## src/rtl/mtm_pkg.sv

```systemverilog
// Shared definitions for the matrix-transpose pipeline: default geometry,
// bank bookkeeping types and the flat-index to row/column split.
package mtm_pkg;

    localparam int MTM_DATA_WIDTH = 8;
    localparam int MTM_NUM_PE     = 4;

    typedef logic bank_sel_t;

    typedef enum logic [1:0] {
        BANK_EMPTY    = 2'd0,
        BANK_FILLING  = 2'd1,
        BANK_FULL     = 2'd2,
        BANK_DRAINING = 2'd3
    } bank_state_t;

    typedef struct packed {
        bank_state_t bank0;
        bank_state_t bank1;
        bank_sel_t   wr_bank;
        bank_sel_t   rd_bank;
    } feeder_dbg_t;

    typedef struct packed {
        logic [15:0] row;
        logic [15:0] col;
    } rc_t;

    // Row-major split of a flat element index; num_pe is always a power of two.
    function automatic rc_t elem_to_rc(input logic [15:0] idx, input int unsigned num_pe);
        rc_t rc;
        rc.row = 16'(idx / 16'(num_pe));
        rc.col = 16'(idx % 16'(num_pe));
        return rc;
    endfunction

endpackage

```

## src/rtl/mtm_row_feeder_if.sv

```systemverilog
// Bundle between the element-serial upstream, the row feeder and mtm_unit.
// Handshake: an element transfers on a posedge where in_val && in_rdy (and clear is low);
// in_rdy never depends on in_val, and out_val has no ready because mtm_unit cannot stall.
interface mtm_row_feeder_if
    import mtm_pkg::*;
#(
    parameter int DATA_WIDTH = MTM_DATA_WIDTH,
    parameter int NUM_PE     = MTM_NUM_PE
);
    localparam int ROW_W = $clog2(NUM_PE);

    logic                  clear;
    logic                  in_val;
    logic                  in_rdy;
    logic [DATA_WIDTH-1:0] in_data;
    logic                  out_val;
    logic [DATA_WIDTH-1:0] out_row [0:NUM_PE-1];
    logic [ROW_W-1:0]      out_idx;
    logic                  out_last;

    modport slave (
        input  clear,
        input  in_val,
        input  in_data,
        output in_rdy,
        output out_val,
        output out_row,
        output out_idx,
        output out_last
    );

    modport master (
        output clear,
        output in_val,
        output in_data,
        input  in_rdy,
        input  out_val,
        input  out_row,
        input  out_idx,
        input  out_last
    );

endinterface

```

## src/rtl/mtm_bank.sv

```systemverilog
// One NUM_PE x NUM_PE element store: single-element write, whole-row combinational read.
module mtm_bank
    import mtm_pkg::*;
#(
    parameter int DATA_WIDTH = MTM_DATA_WIDTH,
    parameter int NUM_PE     = MTM_NUM_PE,
    localparam int ROW_W     = $clog2(NUM_PE)
) (
    input  logic                  clk,
    input  logic                  we,
    input  logic [ROW_W-1:0]      wr_row,
    input  logic [ROW_W-1:0]      wr_col,
    input  logic [DATA_WIDTH-1:0] wr_data,
    input  logic [ROW_W-1:0]      rd_row,
    output logic [DATA_WIDTH-1:0] rd_data [0:NUM_PE-1]
);

    // Contents are deliberately not reset; the feeder's full flags gate every read.
    logic [DATA_WIDTH-1:0] mem [0:NUM_PE-1][0:NUM_PE-1];

    always_ff @(posedge clk) begin
        if (we) begin
            mem[wr_row][wr_col] <= wr_data;
        end
    end

    for (genvar c = 0; c < NUM_PE; c++) begin : g_rd
        assign rd_data[c] = mem[rd_row][c];
    end

endmodule

```

## src/rtl/mtm_row_feeder.sv

```systemverilog
// Ping-pong matrix assembler: fills one bank element by element while the other
// streams complete rows to mtm_unit, one row per cycle, never splitting a matrix.
module mtm_row_feeder
    import mtm_pkg::*;
#(
    parameter int DATA_WIDTH = MTM_DATA_WIDTH,
    parameter int NUM_PE     = MTM_NUM_PE
) (
    input  logic                clk,
    input  logic                rst,
    mtm_row_feeder_if.slave     bus,
    output feeder_dbg_t         dbg
);

    localparam int ROW_W     = $clog2(NUM_PE);
    localparam int ELEM_W    = $clog2(NUM_PE * NUM_PE);
    localparam int ELEM_LAST = NUM_PE * NUM_PE - 1;

    logic [ELEM_W-1:0] elem_cnt;
    logic [ROW_W-1:0]  row_cnt;
    logic [1:0]        full;
    bank_sel_t         wr_bank;
    bank_sel_t         rd_bank;

    logic                  out_val_q;
    logic                  out_last_q;
    logic [ROW_W-1:0]      out_idx_q;
    logic [DATA_WIDTH-1:0] out_row_q [0:NUM_PE-1];

    logic                  accept;
    logic                  last_elem;
    logic                  emit;
    logic                  last_row;
    logic [1:0]            bank_we;
    rc_t                   wr_rc;
    logic [ROW_W-1:0]      wr_row;
    logic [ROW_W-1:0]      wr_col;
    logic [DATA_WIDTH-1:0] rd_row0 [0:NUM_PE-1];
    logic [DATA_WIDTH-1:0] rd_row1 [0:NUM_PE-1];
    bank_state_t           bank_st [0:1];
    logic                  unused_rc_bits;

    // With one bank full the writer already points at the other, so this only
    // drops when both banks hold complete matrices.
    assign bus.in_rdy = rst && !full[wr_bank];
    assign accept     = bus.in_val && bus.in_rdy && !bus.clear;
    assign last_elem  = (elem_cnt == ELEM_W'(ELEM_LAST));
    assign emit       = full[rd_bank];
    assign last_row   = (row_cnt == ROW_W'(NUM_PE - 1));

    always_comb begin
        wr_rc = elem_to_rc(16'(elem_cnt), NUM_PE);
    end

    assign wr_row         = wr_rc.row[ROW_W-1:0];
    assign wr_col         = wr_rc.col[ROW_W-1:0];
    assign unused_rc_bits = ^{wr_rc.row[15:ROW_W], wr_rc.col[15:ROW_W]};

    assign bank_we[0] = accept && (wr_bank == 1'b0);
    assign bank_we[1] = accept && (wr_bank == 1'b1);

    mtm_bank #(.DATA_WIDTH(DATA_WIDTH), .NUM_PE(NUM_PE)) u_bank0 (
        .clk     (clk),
        .we      (bank_we[0]),
        .wr_row  (wr_row),
        .wr_col  (wr_col),
        .wr_data (bus.in_data),
        .rd_row  (row_cnt),
        .rd_data (rd_row0)
    );

    mtm_bank #(.DATA_WIDTH(DATA_WIDTH), .NUM_PE(NUM_PE)) u_bank1 (
        .clk     (clk),
        .we      (bank_we[1]),
        .wr_row  (wr_row),
        .wr_col  (wr_col),
        .wr_data (bus.in_data),
        .rd_row  (row_cnt),
        .rd_data (rd_row1)
    );

    // Write and read sides touch different full bits on any given edge, so both
    // updates can land together.
    always_ff @(posedge clk) begin
        if (!rst) begin
            elem_cnt   <= '0;
            row_cnt    <= '0;
            full       <= '0;
            wr_bank    <= 1'b0;
            rd_bank    <= 1'b0;
            out_val_q  <= 1'b0;
            out_last_q <= 1'b0;
            out_idx_q  <= '0;
            for (int c = 0; c < NUM_PE; c++) begin
                out_row_q[c] <= '0;
            end
        end else begin
            if (bus.clear) begin
                elem_cnt <= '0;
            end else if (accept) begin
                if (last_elem) begin
                    full[wr_bank] <= 1'b1;
                    wr_bank       <= ~wr_bank;
                    elem_cnt      <= '0;
                end else begin
                    elem_cnt <= elem_cnt + ELEM_W'(1);
                end
            end

            if (emit) begin
                out_val_q  <= 1'b1;
                out_last_q <= last_row;
                out_idx_q  <= row_cnt;
                for (int c = 0; c < NUM_PE; c++) begin
                    out_row_q[c] <= rd_bank ? rd_row1[c] : rd_row0[c];
                end
                if (last_row) begin
                    full[rd_bank] <= 1'b0;
                    rd_bank       <= ~rd_bank;
                    row_cnt       <= '0;
                end else begin
                    row_cnt <= row_cnt + ROW_W'(1);
                end
            end else begin
                out_val_q  <= 1'b0;
                out_last_q <= 1'b0;
            end
        end
    end

    assign bus.out_val  = out_val_q;
    assign bus.out_last = out_last_q;
    assign bus.out_idx  = out_idx_q;
    assign bus.out_row  = out_row_q;

    always_comb begin
        for (int b = 0; b < 2; b++) begin
            bank_st[b] = BANK_EMPTY;
            if (full[b]) begin
                bank_st[b] = (rd_bank == 1'(b) && row_cnt != '0) ? BANK_DRAINING : BANK_FULL;
            end else if (wr_bank == 1'(b) && elem_cnt != '0) begin
                bank_st[b] = BANK_FILLING;
            end
        end
        dbg.bank0   = bank_st[0];
        dbg.bank1   = bank_st[1];
        dbg.wr_bank = wr_bank;
        dbg.rd_bank = rd_bank;
    end

endmodule

```

## src/flat_wrapper.sv

```systemverilog
// flat-port wrapper written by rule: the top's interface ports become plain ports
module mtm_row_feeder_flat import mtm_pkg::*;
#(
    parameter int DATA_WIDTH = MTM_DATA_WIDTH,
    parameter int NUM_PE     = MTM_NUM_PE
)
  (clk, rst, dbg, bus_clear, bus_in_val, bus_in_data, bus_in_rdy, bus_out_val, bus_out_row, bus_out_idx, bus_out_last);
  mtm_row_feeder_if #(.DATA_WIDTH(DATA_WIDTH), .NUM_PE(NUM_PE)) bus_i ();
  input  logic clk;
  input  logic rst;
  output feeder_dbg_t dbg;
  input wire logic [$bits(bus_i.clear)-1:0] bus_clear;
  input wire logic [$bits(bus_i.in_val)-1:0] bus_in_val;
  input wire logic [$bits(bus_i.in_data)-1:0] bus_in_data;
  output wire logic [$bits(bus_i.in_rdy)-1:0] bus_in_rdy;
  output wire logic [$bits(bus_i.out_val)-1:0] bus_out_val;
  output wire logic [$bits(bus_i.out_row)-1:0] bus_out_row;
  output wire logic [$bits(bus_i.out_idx)-1:0] bus_out_idx;
  output wire logic [$bits(bus_i.out_last)-1:0] bus_out_last;
  assign bus_i.clear = bus_clear;
  assign bus_i.in_val = bus_in_val;
  assign bus_i.in_data = bus_in_data;
  assign bus_in_rdy = bus_i.in_rdy;
  assign bus_out_val = bus_i.out_val;
  assign bus_out_row = {>>{bus_i.out_row}};
  assign bus_out_idx = bus_i.out_idx;
  assign bus_out_last = bus_i.out_last;
  mtm_row_feeder #(.DATA_WIDTH(DATA_WIDTH), .NUM_PE(NUM_PE)) u_core (.clk(clk), .rst(rst), .bus(bus_i), .dbg(dbg));
endmodule
```

## config.mk

```make
export PLATFORM = sky130hd
export DESIGN_NAME = mtm_row_feeder_flat
export DESIGN_NICKNAME = d
export VERILOG_FILES = /design/src/rtl/mtm_pkg.sv /design/src/rtl/mtm_row_feeder_if.sv /design/src/rtl/mtm_bank.sv /design/src/rtl/mtm_row_feeder.sv /design/src/flat_wrapper.sv
export SDC_FILE = /design/constraint.sdc
export NUM_CORES = 1
export LEC_CHECK = 0
export BUFFER_PORTS_ARGS = -buffer_cell sky130_fd_sc_hd__buf_2
export CAP_MARGIN = 15
export CORE_UTILIZATION = 65
export CTS_CLUSTER_DIAMETER = 40
export CTS_CLUSTER_SIZE = 25
export DETAILED_ROUTE_END_ITERATION = 8
export GPL_TIMING_DRIVEN = 0
export PLACE_DENSITY_LB_ADDON = 0.1
export SETUP_SLACK_MARGIN = 0.1
export SLEW_MARGIN = 15
export SYNTH_ARGS = -nofsm -noshare
export SYNTH_HDL_FRONTEND = slang
export SYNTH_SLANG_ARGS = --single-unit
```

## constraint.sdc

```tcl
create_clock -name clk -period 5.7 [get_ports clk]
set_clock_uncertainty 0.15 [all_clocks]
set_input_delay 1.14 -clock clk [delete_from_list [all_inputs] [get_ports clk]]
set_output_delay 1.14 -clock clk [all_outputs]
set_load 0.02 [all_outputs]
```

==> summary.md, run 1 <==
| Metric | Value |
|---|---|
| Synth cell types | `40` |
| Cells after synthesis | `690` |
| DP Wirelength | `16.4 mm` |
| Num CTS Buffers | `36` |
| Largest delay contributor family on the critical path | `buffers and inverters` |
| Seq/Total Area, Yosys | `0.736` |
| Initial DRC Count | `602` |
| Slew @ Worst Pin | `1110 ps` |
| Crit end category | `primary output` |
| Placed Instances | `970` |
| Global-route wire length before repair | `39.6 mm` |
| CP max-delay cell | `clkbuf_1` |
| Cells along the critical path | `buf_2 > clkbuf_1 > clkbuf_1 > nand2_1 > o22ai_1 > buf_2` |
| PD cells | `355 nW/um^2` |
| Root Driver | `clkbuf_16` |
| CTS tree | `yes` |
| Yosys top cell area share | `0.654` |
| Row count | `48` |
| Buf+Inv Stages, Crit Path | `4` |
| Asr flop ratio synth | `0` |
| Setup tns final | `0 ps` |
| Critical path's largest stage delay | `440 ps` |
| Critical Path Fanout Max | `10` |
| Crit. Startpoint | `u_core.rd_bank` |
| Leak | `4.55 nW` |
| R2r startpoint | `u_core.elem_cnt[0]` |
| Port buffer count | `54` |
| Vias | `6754` |
| Most used DFF post-synth | `edfxtp_1` |
| Post-cts sizing count | `0` |
| Worst-skew pair later-pin latency | `510 ps` |
| Area leader, netlist | `edfxtp_1` |
| Area grow syn2layout | `15.5%` |
| Num ports | `55` |
| Final nets | `801` |
| # H-tree levels | `2` |
| Mapped Area | `11700 sq um` |
| Vias per cell | `6.53` |
| Post-CTS setup buffers | `0` |
| Syn Area/Cell | `17.0 sq um` |
| Worst path required time | `4410 ps` |
| Remaining Overflow, GRT | `0` |
| Startpoint types | `flip-flop` |
| Unrepaired setup endpoints after global routing | `no` |
| Layout cells sized above 1 | `0.299` |
| Fmax | `0.263 GHz` |
| Starting Density | `0.672` |
| Final worst path period share | `0.668` |
| EDFF count, synth | `256` |
| Routed Wire Length | `26.4 mm` |
| Antenna-violating nets left | `0` |
| Clock transition at the registers of the reported paths | `60 ps` |
| Die area | `18600 sq um` |
| Seq cells post-synth | `304` |
| CTS Buffer Depth | `3` |
| # setup viols final | `0` |
| Syn Nets | `708` |
| Avg WL per Cell | `25.6 um` |
| Hold_sp | `u_core.bus.out_row[4]` |
| Largest net degree at the start of global routing | `33` |
| Hold-fix buffers, CTS | `0` |
| Core area | `17500 sq um` |
| # DRC | `0` |
| Final instance count without filler cells | `1034` |
| Fill count | `936` |
| Peak VDD IR | `0.000333 V` |
| Routability Congestion | `0.878` |
| Final Critical Period | `3810 ps` |
| Total track usage | `0.302` |
| Die W | `136 um` |
| Endpoints failing hold | `0` |
| Class of the worst hold path | `reg -> reg` |
| CTS Sinks | `304` |
| Initial antenna violation count | `0` |
| CP Data Arrival Time | `2520 ps` |
| Critical path class | `reg -> out` |
| Synth area leaders | `edfxtp_1, dfxtp_1, mux4_2, mux2_2, o31ai_1` |
| Drt pass-1 iters | `5` |
| Die H | `136 um` |
| Max-slew violation count | `0` |
| Run status | `finished clean` |
| Vias in the first global route | `6645` |
| Slew margin rel. | `0.257` |
| N_diodes | `0` |
| Total of max-cap violations | `0` |
| Yosys warning count | `0` |
final timing paths:
check,end,slack [ps],depth (start not counted)
hold / removal,u_core.bus.out_row[4],330,2
setup / recovery,dbg[2],1890,6
hold reg to reg,u_core.bus.out_row[4],330,2
setup reg to reg,u_core.u_bank1.mem[0][26],3090,5
per-stage QoR:
| step | setup slack (ps) | cell area (sq um) | hold WS, ps | utilization | total power, mW |
|---|---|---|---|---|---|
| 2_1_floorplan | 2700 | 11700 | 338 | - | 2.47 |
| 3_3_place_gp | 1470 | 12300 | 299 | 0.704 | 2.50 |
| 3_5_place_dp | 2000 | 12300 | 317 | 0.705 | 2.51 |
| 4_1_cts | 1930 | 13600 | 325 | 0.776 | 4.84 |
| 5_1_grt | 1730 | 13600 | 354 | 0.776 | 4.92 |
| 6_report | 1890 | 13600 | 329 | 0.776 | 4.82 |
logic make-up after synthesis:
group                      share of synthesized area
buffers and inverters                         0.0253
muxes                                          0.126
and+or+nand+nor                               0.0572
DFF                                            0.736
AOI/OAI and AO/OA                             0.0486
adders and majority gates                    0.00639
registers in the layout, summed over array words and instances, names as in the netlist, named ones only:
name and cells:
u_core.bus.out_val 1, u_core.rd_bank 1, u_core.row_cnt 2, u_core.full 2
u_core.wr_bank 1, u_core.u_bank1.mem 128, u_core.bus.out_last 1, u_core.bus.out_idx 2
u_core.elem_cnt 4, u_core.u_bank0.mem 128, u_core.bus.out_row 32
Yosys cell counts (all sizes together) (6+ instances only):
master  number
edfxtp     256
mux2        63
nor2        62
dfxtp       48
nand3       41
o31ai       33
mux4        32
o22ai       32
buf         26
clkbuf      19
inv          9
nand2        9
nor2b        9
a21oi        7
ha           6
metal layers:
layer  part of all wire  wire length, um  track usage
met2               0.48            12700        0.479
met5                  0                0            0
met4              0.026              680        0.100
met3              0.089             2350       0.0488
met1               0.40            10700        0.432
power by group:
part	internal [mW]	switching, mW
Combinational	0.00743	0.0449
Clock	1.43	0.929
Sequential	2.41	0.000724
tightest hold or removal path, cell delays in order (launching register included):
cell and delay [ps]:
dfxtp_1 310, nand3_1 60, o31ai_1 60
layout by cell type, fill, tap and decap left out, drive strengths merged, types with 7 or more instances in the layout:
cell / count
buf: 81
nor2: 62
clkbuf: 58
nand2: 9
nor2b: 9
inv: 19
o31ai: 33
mux4: 32
mux2: 63
o22ai: 32
dfxtp: 48
nand3: 41
edfxtp: 256
a21oi: 7
layout make-up:
cell class / count / area [sq um] / share of cell area
Multi-Input combinational cell: 332 / 2810 / 0.207
Clock buffer: 39 / 953 / 0.0703
Tap cell: 225 / 282 / 0.0208
Buffer: 45 / 264 / 0.0195
Clock inverter: 25 / 298 / 0.0220
Sequential cell: 304 / 8650 / 0.638
Timing Repair Buffer: 55 / 278 / 0.0205
Inverter: 9 / 33.8 / 0.00249
(Power assumes the default switching activity.)
==> run 2: changes to the inputs <==
--- a/config.mk
+++ b/config.mk
@@ -7,7 +7,7 @@
 export LEC_CHECK = 0
 export BUFFER_PORTS_ARGS = -buffer_cell sky130_fd_sc_hd__buf_2
 export CAP_MARGIN = 15
-export CORE_UTILIZATION = 65
+export CORE_UTILIZATION = 55
 export CTS_CLUSTER_DIAMETER = 40
 export CTS_CLUSTER_SIZE = 25
 export DETAILED_ROUTE_END_ITERATION = 8
==> constraint.sdc (replaced) <==
create_clock -name clk -period 3.28 [get_ports clk]
set_clock_uncertainty 0.15 [all_clocks]
set_input_delay 0.656 -clock clk [delete_from_list [all_inputs] [get_ports clk]]
set_output_delay 0.656 -clock clk [all_outputs]
set_load 0.02 [all_outputs]
==> summary.md, run 2 (synthesis gave the netlist of run 1 again) <==
| Metric | Value |
|---|---|
| Run status | `finished clean (unchanged)` |
| Die H | `148 um (was 136 um)` |
| Antenna-violating nets left | `0 (unchanged)` |
| Critical path class | `reg -> out (unchanged)` |
| Final setup margin | `353 ps (was 1890 ps)` |
| Sw Share | `0.202 (about the same)` |
| CTS Buffer Depth | `3 (unchanged)` |
| Startpoint types | `flip-flop (unchanged)` |
| DP Wirelength | `17.0 mm (was 16.4 mm)` |
| Most frequent cells in the layout | `edfxtp_1, buf_2, nor2_1, mux2_2, dfxtp_1 (unchanged)` |
| Row count | `53 (was 48)` |
| Global-route wire length before repair | `40.2 mm (was 39.6 mm)` |
| Worst path required time | `2470 ps (was 4410 ps)` |
| Share of power burned in registers | `0.511 (was 0.500)` |
| Routed Wire Length | `27.0 mm (was 26.4 mm)` |
| Internal power | `6.54 mW (was 3.84 mW)` |
| Max-slew violation count | `0 (unchanged)` |
| Clock network power share | `0.478 (was 0.489)` |
| Cells along the critical path | `buf_2 > clkbuf_2 > o32ai_1 > buf_2 (was buf_2 > clkbuf_1 > clkbuf_1 > nand2_1 > o22ai_1 > buf_2)` |
| Worst path most repeated cell | `buf_2` |
| Peak VDD IR | `0.000417 V (was 0.000333 V)` |
| Largest net degree at the start of global routing | `33 (unchanged)` |
| Core area | `21000 sq um (was 17500 sq um)` |
| CP max-delay cell | `o32ai_1 (was clkbuf_1)` |
| Drt pass-1 iters | `5 (unchanged)` |
| Fin Hold WS | `323 ps (was 329 ps)` |
| Slew @ Worst Pin | `1010 ps (was 1110 ps)` |
| CTS tree | `yes (unchanged)` |
| N_diodes | `0 (unchanged)` |
| PD cells | `605 nW/um^2 (was 355 nW/um^2)` |
| # H-tree levels | `2 (unchanged)` |
| Num ports | `55 (unchanged)` |
| Vias in the first global route | `6559 (was 6645)` |
| Commonest non-fill, non-tap cell in the layout | `edfxtp_1 (unchanged)` |
| Area grow syn2layout | `15.3% (was 15.5%)` |
| Critical path's largest stage delay | `560 ps (was 440 ps)` |
| Total of max-cap violations | `0 (unchanged)` |
| Initial DRC Count | `631 (was 602)` |
| Class of the worst hold path | `reg -> reg (unchanged)` |
| Clock transition at the registers of the reported paths | `60 ps (about the same)` |
| Num CTS Buffers | `35 (was 36)` |
| CTS Sinks | `304 (unchanged)` |
| Final instance count without filler cells | `1082 (was 1034)` |
| Finished Core Util | `0.647 (was 0.776)` |
| Worst-skew pair later-pin latency | `510 ps (about the same)` |
| Critical Path Fanout Max | `16 (was 10)` |
| Die W | `148 um (was 136 um)` |
| Crit end category | `primary output (unchanged)` |
| Placement Setup Slack | `140 ps (was 2000 ps)` |
| Total track usage | `0.256 (was 0.302)` |
| Avg WL per Cell | `24.9 um (was 25.6 um)` |
| Multi-input gate area | `2810 sq um (unchanged)` |
| Layout cells sized above 1 | `0.294 (was 0.299)` |
| Remaining Overflow, GRT | `0 (unchanged)` |
| Fill count | `1512 (was 936)` |
| Final nets | `799 (was 801)` |
| Endpoints failing hold | `0 (unchanged)` |
| Final Critical Period | `2930 ps` |
| Switching power of the nets | `1.66 mW (was 0.974 mW)` |
| Placed Instances | `1020 (was 970)` |
| # setup viols final | `0 (unchanged)` |
| Vias | `6520 (was 6754)` |
| Leak | `4.52 nW (was 4.55 nW)` |
| Vias per cell | `6.03 (was 6.53)` |
| Fmax | `0.342 GHz` |
| Slew margin rel. | `0.324 (was 0.257)` |
| Final worst path period share | `0.892` |
| Starting Density | `0.561 (was 0.672)` |
| Reg area | `8650 sq um (unchanged)` |
| Unrepaired setup endpoints after global routing | `no (unchanged)` |
| Pwr Total | `8.20 mW (was 4.82 mW)` |
| Root Driver | `clkbuf_16 (unchanged)` |
| Comb power frac | `0.011 (about the same)` |
| Routability Congestion | `0.873 (was 0.878)` |
| Die area | `21900 sq um (was 18600 sq um)` |
| Initial antenna violation count | `0 (unchanged)` |
| # DRC | `0 (unchanged)` |
| Port buffer count | `54 (unchanged)` |
| CP Data Arrival Time | `2120 ps (was 2520 ps)` |
run 2: cell count changes in the layout (fill, tap and decap cells not counted), sizes merged:
cell / previous run / this run
bufinv: 4 / 3
clkbuf: 58 / 59
clkinv: 6 / 7
clkinvlp: 5 / 4
inv: 19 / 17
run 2: path summary, 6_finish.rpt:
kind | startpoint | to | slack, ps | cells past startpoint
worst max-delay path | u_core.rd_bank | dbg[4] | 350 | 4
worst min-delay path | u_core.bus.out_row[5] | u_core.bus.out_row[5] | 320 | 2
worst max register to register | u_core.elem_cnt[0] | u_core.u_bank1.mem[0][27] | 740 | 5
worst min register to register | u_core.bus.out_row[5] | u_core.bus.out_row[5] | 320 | 2
run 2: cell type report:
class	instances	share of cell area
clock buffers	41	0.0694
well taps	275	0.0254
clock inverters	22	0.0175
plain buffers	44	0.0193
multi-input cells	332	0.207
repair buffers	55	0.0203
flip-flops and latches	304	0.638
inverters	9	0.00249
run 2: routing by layer:
metal / wire length [um] / GRT usage / vias up / share of wire
met5: 0 / 0 / - / 0
met4: 537 / 0.0778 / 0 / 0.020
met3: 1860 / 0.0411 / 40 / 0.069
met2: 13000 / 0.406 / 266 / 0.48
met1: 11600 / 0.367 / 3318 / 0.43
li1: - / - / 2896 / -
run 2: what timing repair did:
item                                    4_1_cts  5_1_grt
buffers inserted                              0        0
hold buffers                                  0        0
resized for setup                             1        0
endpoints found under the setup margin        1        0
run 2: power groups by stage:
| stage | Combinational, mW | Sequential, mW | Clock, mW |
|---|---|---|---|
| 6_report | 0.0934 | 4.19 | 3.92 |
| 5_1_grt | 0.101 | 4.18 | 4.10 |
| 4_1_cts | 0.0933 | 4.19 | 3.95 |
| 3_5_place_dp | 0.0935 | 4.27 | 0 |
| 3_3_place_gp | 0.0868 | 4.27 | 0 |
| 2_1_floorplan | 0.0207 | 4.27 | 0 |
run 2: worst max-delay path, delay by kind of cell, from the launching register on:
kind                   cells  cell delay, ps
buffers and inverters      3             730
DFF                        1             330
AOI/OAI and AO/OA          1             560
run 2: through the flow:
stage | TNS [ps] | cell area (sq um)
floorplan | 0 | 11700
global placement | -2670 | 12400
detailed placement | 0 | 12400
CTS | 0 | 13500
global route | 0 | 13500
finish | 0 | 13500
